File: src/rtl/uart_tx.sv
// UART serial transmitter: one-entry holding register feeding a start/data/stop shifter.
// Each `tick` marks one bit period. Optional parity bit is compiled in with the macro
// UART_TX_PARITY_EN (PARITY_ODD selects odd parity then; ignored otherwise).
module uart_tx #(
   parameter int unsigned DATA_BITS  = 8,
   parameter int unsigned STOP_BITS  = 1,
   parameter bit          PARITY_ODD = 1'b0
) (
   input  logic                 clk,
   input  logic                 reset,
   input  logic                 tick,
   input  logic [DATA_BITS-1:0] in_data,
   input  logic                 in_valid,
   output logic                 in_ready,
   output logic                 tx,
   output logic                 busy,
   output logic                 done
);

   localparam logic [3:0] BitLast  = 4'(DATA_BITS - 1);
   localparam logic [1:0] StopLast = 2'(STOP_BITS - 1);

   typedef enum logic [2:0] {
      StIdle,
      StStart,
      StData,
`ifdef UART_TX_PARITY_EN
      StParity,
`endif
      StStop
   } state_e;

   state_e                 state_q, state_d;
   logic [DATA_BITS-1:0]   hold_q, hold_d;
   logic                   hold_full_q, hold_full_d;
   logic [DATA_BITS-1:0]   shift_q, shift_d;
   logic [3:0]             bit_cnt_q, bit_cnt_d;
   logic [1:0]             stop_cnt_q, stop_cnt_d;
   logic                   tx_q, tx_d;
   logic                   done_q, done_d;
`ifdef UART_TX_PARITY_EN
   logic                   parity_q, parity_d;
`endif

   assign in_ready = !hold_full_q;
   assign tx       = tx_q;
   assign busy     = (state_q != StIdle);
   assign done     = done_q;

   // State register; reset drives the line idle and discards any held byte.
   always_ff @(posedge clk or posedge reset) begin
      if (reset) begin
         state_q     <= StIdle;
         hold_q      <= '0;
         hold_full_q <= 1'b0;
         shift_q     <= '0;
         bit_cnt_q   <= '0;
         stop_cnt_q  <= '0;
         tx_q        <= 1'b1;
         done_q      <= 1'b0;
`ifdef UART_TX_PARITY_EN
         parity_q    <= 1'b0;
`endif
      end else begin
         state_q     <= state_d;
         hold_q      <= hold_d;
         hold_full_q <= hold_full_d;
         shift_q     <= shift_d;
         bit_cnt_q   <= bit_cnt_d;
         stop_cnt_q  <= stop_cnt_d;
         tx_q        <= tx_d;
         done_q      <= done_d;
`ifdef UART_TX_PARITY_EN
         parity_q    <= parity_d;
`endif
      end
   end

   // Next state: handshake on any cycle, frame progress only on tick.
   always_comb begin
      state_d     = state_q;
      hold_d      = hold_q;
      hold_full_d = hold_full_q;
      shift_d     = shift_q;
      bit_cnt_d   = bit_cnt_q;
      stop_cnt_d  = stop_cnt_q;
      tx_d        = tx_q;
      done_d      = 1'b0;
`ifdef UART_TX_PARITY_EN
      parity_d    = parity_q;
`endif

      // Accept needs an empty holder and load needs a full one, so they never collide.
      if (in_valid && !hold_full_q) begin
         hold_d      = in_data;
         hold_full_d = 1'b1;
      end

      if (tick) begin
         unique case (state_q)
            StIdle: begin
               if (hold_full_q) begin
                  shift_d     = hold_q;
                  hold_full_d = 1'b0;
                  tx_d        = 1'b0;
                  state_d     = StStart;
`ifdef UART_TX_PARITY_EN
                  parity_d    = (^hold_q) ^ PARITY_ODD;
`endif
               end else begin
                  tx_d = 1'b1;
               end
            end
            StStart: begin
               tx_d      = shift_q[0];
               bit_cnt_d = '0;
               state_d   = StData;
            end
            StData: begin
               if (bit_cnt_q == BitLast) begin
`ifdef UART_TX_PARITY_EN
                  tx_d    = parity_q;
                  state_d = StParity;
`else
                  tx_d       = 1'b1;
                  stop_cnt_d = '0;
                  state_d    = StStop;
`endif
               end else begin
                  shift_d   = shift_q >> 1;
                  bit_cnt_d = bit_cnt_q + 4'd1;
                  tx_d      = shift_q[1];
               end
            end
`ifdef UART_TX_PARITY_EN
            StParity: begin
               tx_d       = 1'b1;
               stop_cnt_d = '0;
               state_d    = StStop;
            end
`endif
            StStop: begin
               if (stop_cnt_q != StopLast) begin
                  stop_cnt_d = stop_cnt_q + 2'd1;
                  tx_d       = 1'b1;
               end else begin
                  done_d = 1'b1;
                  if (hold_full_q) begin
                     // Back-to-back: next start bit follows the last stop bit directly.
                     shift_d     = hold_q;
                     hold_full_d = 1'b0;
                     tx_d        = 1'b0;
                     state_d     = StStart;
`ifdef UART_TX_PARITY_EN
                     parity_d    = (^hold_q) ^ PARITY_ODD;
`endif
                  end else begin
                     tx_d    = 1'b1;
                     state_d = StIdle;
                  end
               end
            end
            default: begin
               tx_d    = 1'b1;
               state_d = StIdle;
            end
         endcase
      end
   end

endmodule
File: config.mk
export PLATFORM = sky130hd
export DESIGN_NAME = uart_tx
export DESIGN_NICKNAME = d
export VERILOG_FILES = /design/src/rtl/uart_tx.sv
export SDC_FILE = /design/constraint.sdc
export NUM_CORES = 1
export LEC_CHECK = 0
export CELL_PAD_IN_SITES_DETAIL_PLACEMENT = 1
export CELL_PAD_IN_SITES_GLOBAL_PLACEMENT = 1
export CORE_MARGIN = 2
export CORE_UTILIZATION = 39
export CTS_CLUSTER_DIAMETER = 200
export CTS_CLUSTER_SIZE = 14
export DETAILED_ROUTE_END_ITERATION = 10
export PLACE_DENSITY_LB_ADDON = 0.1
export SYNTH_ARGS = -nofsm -noshare
export SYNTH_HDL_FRONTEND = slang
export SYNTH_SLANG_ARGS = --single-unit
File: constraint.sdc
create_clock -name clk -period 1.7 [get_ports clk]
set_input_delay 0.255 -clock clk [delete_from_list [all_inputs] [get_ports clk]]
set_output_delay 0.255 -clock clk [all_outputs]
set_load 0.03 [all_outputs]
==> flow_metrics.tcl, run 1 <==
set metrics [dict create \
    boundaryPins 16 \
    cts_buffers 3 \
    fin_nets 179 \
    setup_viol 0 \
    gp_congestion 0.816 \
    die_area_um2 4200 \
    groute.usage.overall_pct 17.8 \
    post_drt_wl_per_cell_um 16.1 \
    antenna_found_initial 0 \
    vias_per_cell 5.49 \
    rows 22 \
    status "finished clean" \
    layout_setup_ws_ns 0.0747 \
    die_w_um 64.8 \
    postRouteAntennaNets 0 \
    fp.dieH_um 64.8 \
    worstSetupPathType "reg2reg" \
    drive_gt1_share_pct 28.9 \
    coreArea_um2 3610 \
    synthesis.instances 130 \
    min_period_over_period_pct 95.6 \
    peakVddDrop_mv 0.782 \
    totalWireLength_mm 3.34 \
    num_vias 1137 \
    synth_cell_types 43 \
    syn_avg_cell_area_um2 11.1 \
    clock_sinks 27 \
    cts_tree "yes" \
    synth_top_area_share_pct 45.1 \
    grt_max_degree 28 \
    hold_class "in2async" \
    holdWs_ns 0.329 \
    cap_violations 0 \
    crit_arrival_ns 1.79 \
    hpwl_mm 2.65 \
    worstSkewPairLatency_ns 0.27 \
    synth_area_leaders "dfrtp_1 45%, mux2_2 6.2%, ha_1 6.1%" \
    antenna_cells 0 \
    grt_pass1_wl_mm 5.71 \
    start_util_pct 40.0 \
    htree_levels 1 \
    grt_overflow_total 0 \
    clock.fmax_mhz 615 \
    yosys_warnings 0 \
    relSlewSlack_pct 76.6 \
    path_clk_slew_ns 0.10 \
    p_per_area_nw_per_um2 1800 \
    nFillCells 415 \
    hold_viol_final 0 \
    slowest_delay_ns 0.44 \
    firstDrtPassIters 4 \
    worstPathCellList "inv_1 > ha_2 > inv_4 > o21ai_4 > nor3_4 > mux2_4" \
    end_kind "register" \
    worstPathRequired_ns 1.87 \
    synth_largest_area_cell "dfrtp_1" \
    path_buf_inv 2 \
    start_kind "register" \
    first_global_vias 1200 \
    worstPathMaxFanout 7 \
    leakage_uw 0.000752 \
    synth_area_um2 1440 \
    dp_slack_ns -0.0582 \
    numPortBuffers 15 \
    cts_hold_buf 0 \
    finalMaxSlewViolations 0 \
    ys_seq_area_share_pct 46.9 \
    area_growth_syn_to_layout_pct 23.7 \
    placed_area_um2 1720 \
    slowest_stage "dfrtp_1" \
    clockBufferDepth 2 \
    root_buffer "clkbuf_8" \
    rsz0062_at_grt "true" \
    fin_util_pct 49.5 \
    post-route-cell-area_um2 1780 \
    cp_top_family "flip-flops" \
    ys_ff_latch 27 \
    syn-num-nets 149 \
    fin_crit_ns 1.63 \
    dr.first_iter.drc_count 35 \
    drc 0 \
    worst_pin_slew_ns 0.350 \
    finalClockSkew_ns 0.00293 \
]
## worst min-delay path: stages
cell             delay, ns
clkdlybuf4s50_1       0.40
inv_1                 0.05
buf_4                 0.32
## layer usage
| metal | GRT usage (%) | up-vias | share of wire, % |
|---|---|---|---|
| met4 | 5.32 | 0 | 1.1 |
| met2 | 29.6 | 15 | 50 |
| met1 | 23.4 | 568 | 46 |
| met3 | 3.30 | 4 | 2.2 |
| met5 | 0 | - | 0 |
| li1 | - | 550 | - |
## logic make-up (layout without fill, tap and decap cells)
logic type	Yosys count	in the layout	synth area share (%)
compound gates	40	40	20.2
fa+ha+maj	7	7	6.07
buf+inv	15	44	5.81
flops	27	27	46.9
mux	9	9	7.29
simple gates	32	32	13.7
## state kept, by name, summed over array words and instances (netlist names)
register / count
tx: 1
done: 1
state_q: 2
stop_cnt_q: 2
bit_cnt_q: 4
hold_q: 8
hold_full_q: 1
shift_q: 8
## timing repair
item	in CTS	in global routing
pin swaps	0	1
buffers inserted	0	1
gates resized for setup	3	3
endpoints found under the setup margin	10	12
## final timing paths
check                           slack (ns)        from          end  depth (start not counted)
worst min register to register        0.52   hold_q[1]    hold_q[1]                          1
worst min-delay path                  0.33       reset  hold_full_q                          3
min in group clk                      0.52   hold_q[1]    hold_q[1]                          1
worst max-delay path                  0.07  state_q[0]   state_q[1]                          6
worst max register to register        0.07  state_q[0]   state_q[1]                          6
max in group asynchronous             1.07       reset           tx                          3
## through the flow
| step | TNS (ns) | total power, uW | std cells |
|---|---|---|---|
| after floorplan | 0 | 2280 | 130 |
| final | 0 | 3200 | 207 |
| after detailed placement | -0.150 | 2820 | 202 |
| after CTS | 0 | 3210 | 206 |
| after global routing | -0.0691 | 3460 | 207 |
| after global placement | 0 | 2730 | 202 |
## report_power, final
group          total [uW]  switching (uW)  internal (uW)  leakage (uW)
combinational        1650             839            810      0.000409
sequential           1180             230            947      0.000322
clock                 378             211            166     0.0000217
total                3200            1280           1920      0.000752
## cells in the mapped netlist, drive strengths merged
master   number
buf           5
and3b         1
o2111ai       1
nand2        10
dfrtp        26
a22o          1
o32a          1
nand3         8
nor2b         3
and3          1
nand3b        1
o22ai        12
a32o          2
nor3          1
a21oi         8
o2bb2ai       1
o311ai        2
o21ai         5
dfstp         1
a22oi         1
nor4          1
a31oi         1
and2b         1
o211a         1
clkbuf        2
mux2          9
nand4         2
o211ai        1
nor2          1
o41ai         1
nand2b        1
and2          1
ha            7
inv           8
o22a          2
## cell type report
type	count	area (um2)	share of cell area [%]
clock buffers	3	41.3	2.31
repair buffers	32	274	15.4
clock inverters	1	7.51	0.421
inverters	8	32.5	1.82
well taps	48	60.1	3.37
multi-input cells	88	692	38.8
flip-flops and latches	27	677	37.9
## cell usage in the layout, fill, tap and decap left out, types with 2 or more instances in the layout
cell type        netlist  final
a21oi_1                8      8
a32o_1                 2      2
buf_4                  1     18
clkbuf_8               1      3
clkdlybuf4s50_1        0     13
dfrtp_1               26     26
ha_1                   7      6
inv_1                  7      7
mux2_2                 8      8
nand2_1                9      9
nand3_1                8      8
nand4_1                2      2
nor2b_1                3      3
o21ai_0                4      3
o22ai_1               12     12
No activity file was read; power rests on OpenSTA's default activity.
==> inputs of run 2 (changes only) <==
--- a/config.mk
+++ b/config.mk
@@ -7,11 +7,12 @@
 export LEC_CHECK = 0
 export CELL_PAD_IN_SITES_DETAIL_PLACEMENT = 1
 export CELL_PAD_IN_SITES_GLOBAL_PLACEMENT = 1
-export CORE_MARGIN = 2
+export CORE_MARGIN = 8
 export CORE_UTILIZATION = 39
 export CTS_CLUSTER_DIAMETER = 200
 export CTS_CLUSTER_SIZE = 14
 export DETAILED_ROUTE_END_ITERATION = 10
+export MAX_ROUTING_LAYER = met4
 export PLACE_DENSITY_LB_ADDON = 0.1
 export SYNTH_ARGS = -nofsm -noshare
 export SYNTH_HDL_FRONTEND = slang
==> flow_metrics.tcl, run 2 (synthesis gave the netlist of run 1 again) <==
set metrics [dict create \
    setup_viol 0 \
    numPortBuffers 15 \
    worst_pin_slew_ns 0.328 \
    die_area_um2 5900 \
    dr.first_iter.drc_count 45 \
    drc 0 \
    min_period_over_period_pct 96.6 \
    dp_cells 200 \
    firstDrtPassIters 4 \
    fin_util_pct 49.9 \
    fin_crit_ns 1.64 \
    p_per_area_nw_per_um2 1790 \
    first_global_vias 1256 \
    grt_overflow_total 0 \
    gp_congestion 0.764 \
    final_common_cell "dfrtp_1" \
    hold_viol_final 0 \
    fp.dieH_um 76.8 \
    post_drt_wl_per_cell_um 15.9 \
    end_kind "primary output" \
    fin_nets 179 \
    boundaryPins 16 \
    die_w_um 76.8 \
    cap_violations 0 \
    rows 22 \
    reg_top3 "hold_q: 8 flops, shift_q: 8 flops, bit_cnt_q: 4 flops" \
    finalMaxSlewViolations 0 \
    rsz0062_at_grt "false" \
    fin_cells 207 \
    p_int_uw 1940 \
    start_util_pct 40.0 \
    num_vias 1129 \
    clock_sinks 27 \
    antenna_found_initial 0 \
    cts_hold_buf 0 \
    relSlewSlack_pct 77.9 \
    grt_pass1_wl_mm 5.84 \
    power_frac_comb_pct 51.9 \
    coreArea_um2 3610 \
    hold_class "in2async" \
    status "finished clean" \
    nFillCells 411 \
    antenna_cells 0 \
    p_sw_share_pct 39.5 \
    worstPathRequired_ns 1.44 \
    clockBufferDepth 2 \
    drive_gt1_share_pct 29.6 \
    path_clk_slew_ns 0.09 \
    crit_arrival_ns 1.39 \
    peakVddDrop_mv 0.783 \
    final_cell_mix "25 x dfrtp_1, 18 x buf_4, 13 x clkdlybuf4s50_1" \
    cts_buffers 3 \
    worstPathMaxFanout 2 \
    cts_tree "yes" \
    postRouteAntennaNets 0 \
    switching_power_uw 1270 \
    worstSetupPathType "reg2out" \
    start_kind "register" \
    clock.fmax_mhz 609 \
    groute.usage.overall_pct 12.2 \
    fin_setup_tns_ns 0 \
    totalWireLength_mm 3.29 \
    area_growth_syn_to_layout_pct 24.7 \
    htree_levels 1 \
    root_buffer "clkbuf_8" \
    vias_per_cell 5.45 \
    grt_max_degree 28 \
    p_clk_share_pct 11.6 \
    finalClockSkew_ns 0.00444 \
    worstSkewPairLatency_ns 0.28 \
    leakage_uw 0.000760 \
    hpwl_mm 2.54 \
    seqPwrFrac_pct 36.5 \
]
==> run 2: cell types whose count changed in the layout (fill, tap and decap cells not counted), sizes merged <==
| cell | delta |
|---|---|
| clkinvlp | -1 |
| clkinv | +1 |
==> run 2: area by class of cell <==
class	count	area, um2	share of cell area, %
tap	48	60.1	3.34
sequential	27	678	37.7
timing repair buffer	32	274	15.2
clock inverter	1	5.00	0.278
clock buffer	3	41.3	2.29
multi-input combinational	88	708	39.4
inverter	8	32.5	1.81
==> run 2: worst paths after layout <==
kind | cells after the start | from | endpoint | slack [ns]
min reg2reg | 1 | shift_q[7] | shift_q[7] | 0.50
max reg2reg | 6 | state_q[0] | state_q[1] | 0.09
min | 3 | reset | hold_full_q | 0.32
min in group clk | 1 | shift_q[7] | shift_q[7] | 0.50
max in group asynchronous | 3 | reset | tx | 1.08
max | 2 | hold_full_q | in_ready | 0.06
==> run 2: what timing repair did <==
item,4_1_cts,5_1_grt
resized for setup,3,4
setup buffers,1,2
cloned,0,0
endpoints found under the hold margin,0,0
endpoints found under the setup margin,8,15
pin swaps,0,2
==> run 2: per-stage QoR <==
step | area [um2] | power (uW) | hold slack (ns) | setup slack [ns]
after floorplan | 1440 | 2280 | 0.307 | 0.109
after global placement | 1700 | 2690 | 0.495 | -0.0146
after detailed placement | 1700 | 2760 | 0.495 | -0.0556
after CTS | 1780 | 3200 | 0.337 | -0.00952
after global routing | 1800 | 3480 | 0.395 | 0.00636
final | 1800 | 3210 | 0.325 | 0.0584
==> run 2: routing by layer <==
| metal | vias up | global-route usage (%) | wire, um |
|---|---|---|---|
| met3 | 5 | 2.68 | 75 |
| met5 | - | - | 0 |
| met2 | 14 | 19.0 | 1590 |
| met4 | 0 | 4.42 | 44 |
| li1 | 543 | - | - |
| met1 | 567 | 15.1 | 1580 |
==> run 2: power groups by stage <==
stage / clock network [uW] / logic, uW / registers (uW)
after detailed placement: 0 / 1570 / 1190
after global routing: 411 / 1850 / 1220
final: 373 / 1670 / 1170
after floorplan: 0 / 1140 / 1140
after CTS: 393 / 1640 / 1170
after global placement: 0 / 1520 / 1170
==> run 2: critical path, cell delays in order, from the launching register on <==
cell,delay (ns)
dfrtp_1,0.39
inv_1,0.06
clkdlybuf4s50_1,0.66
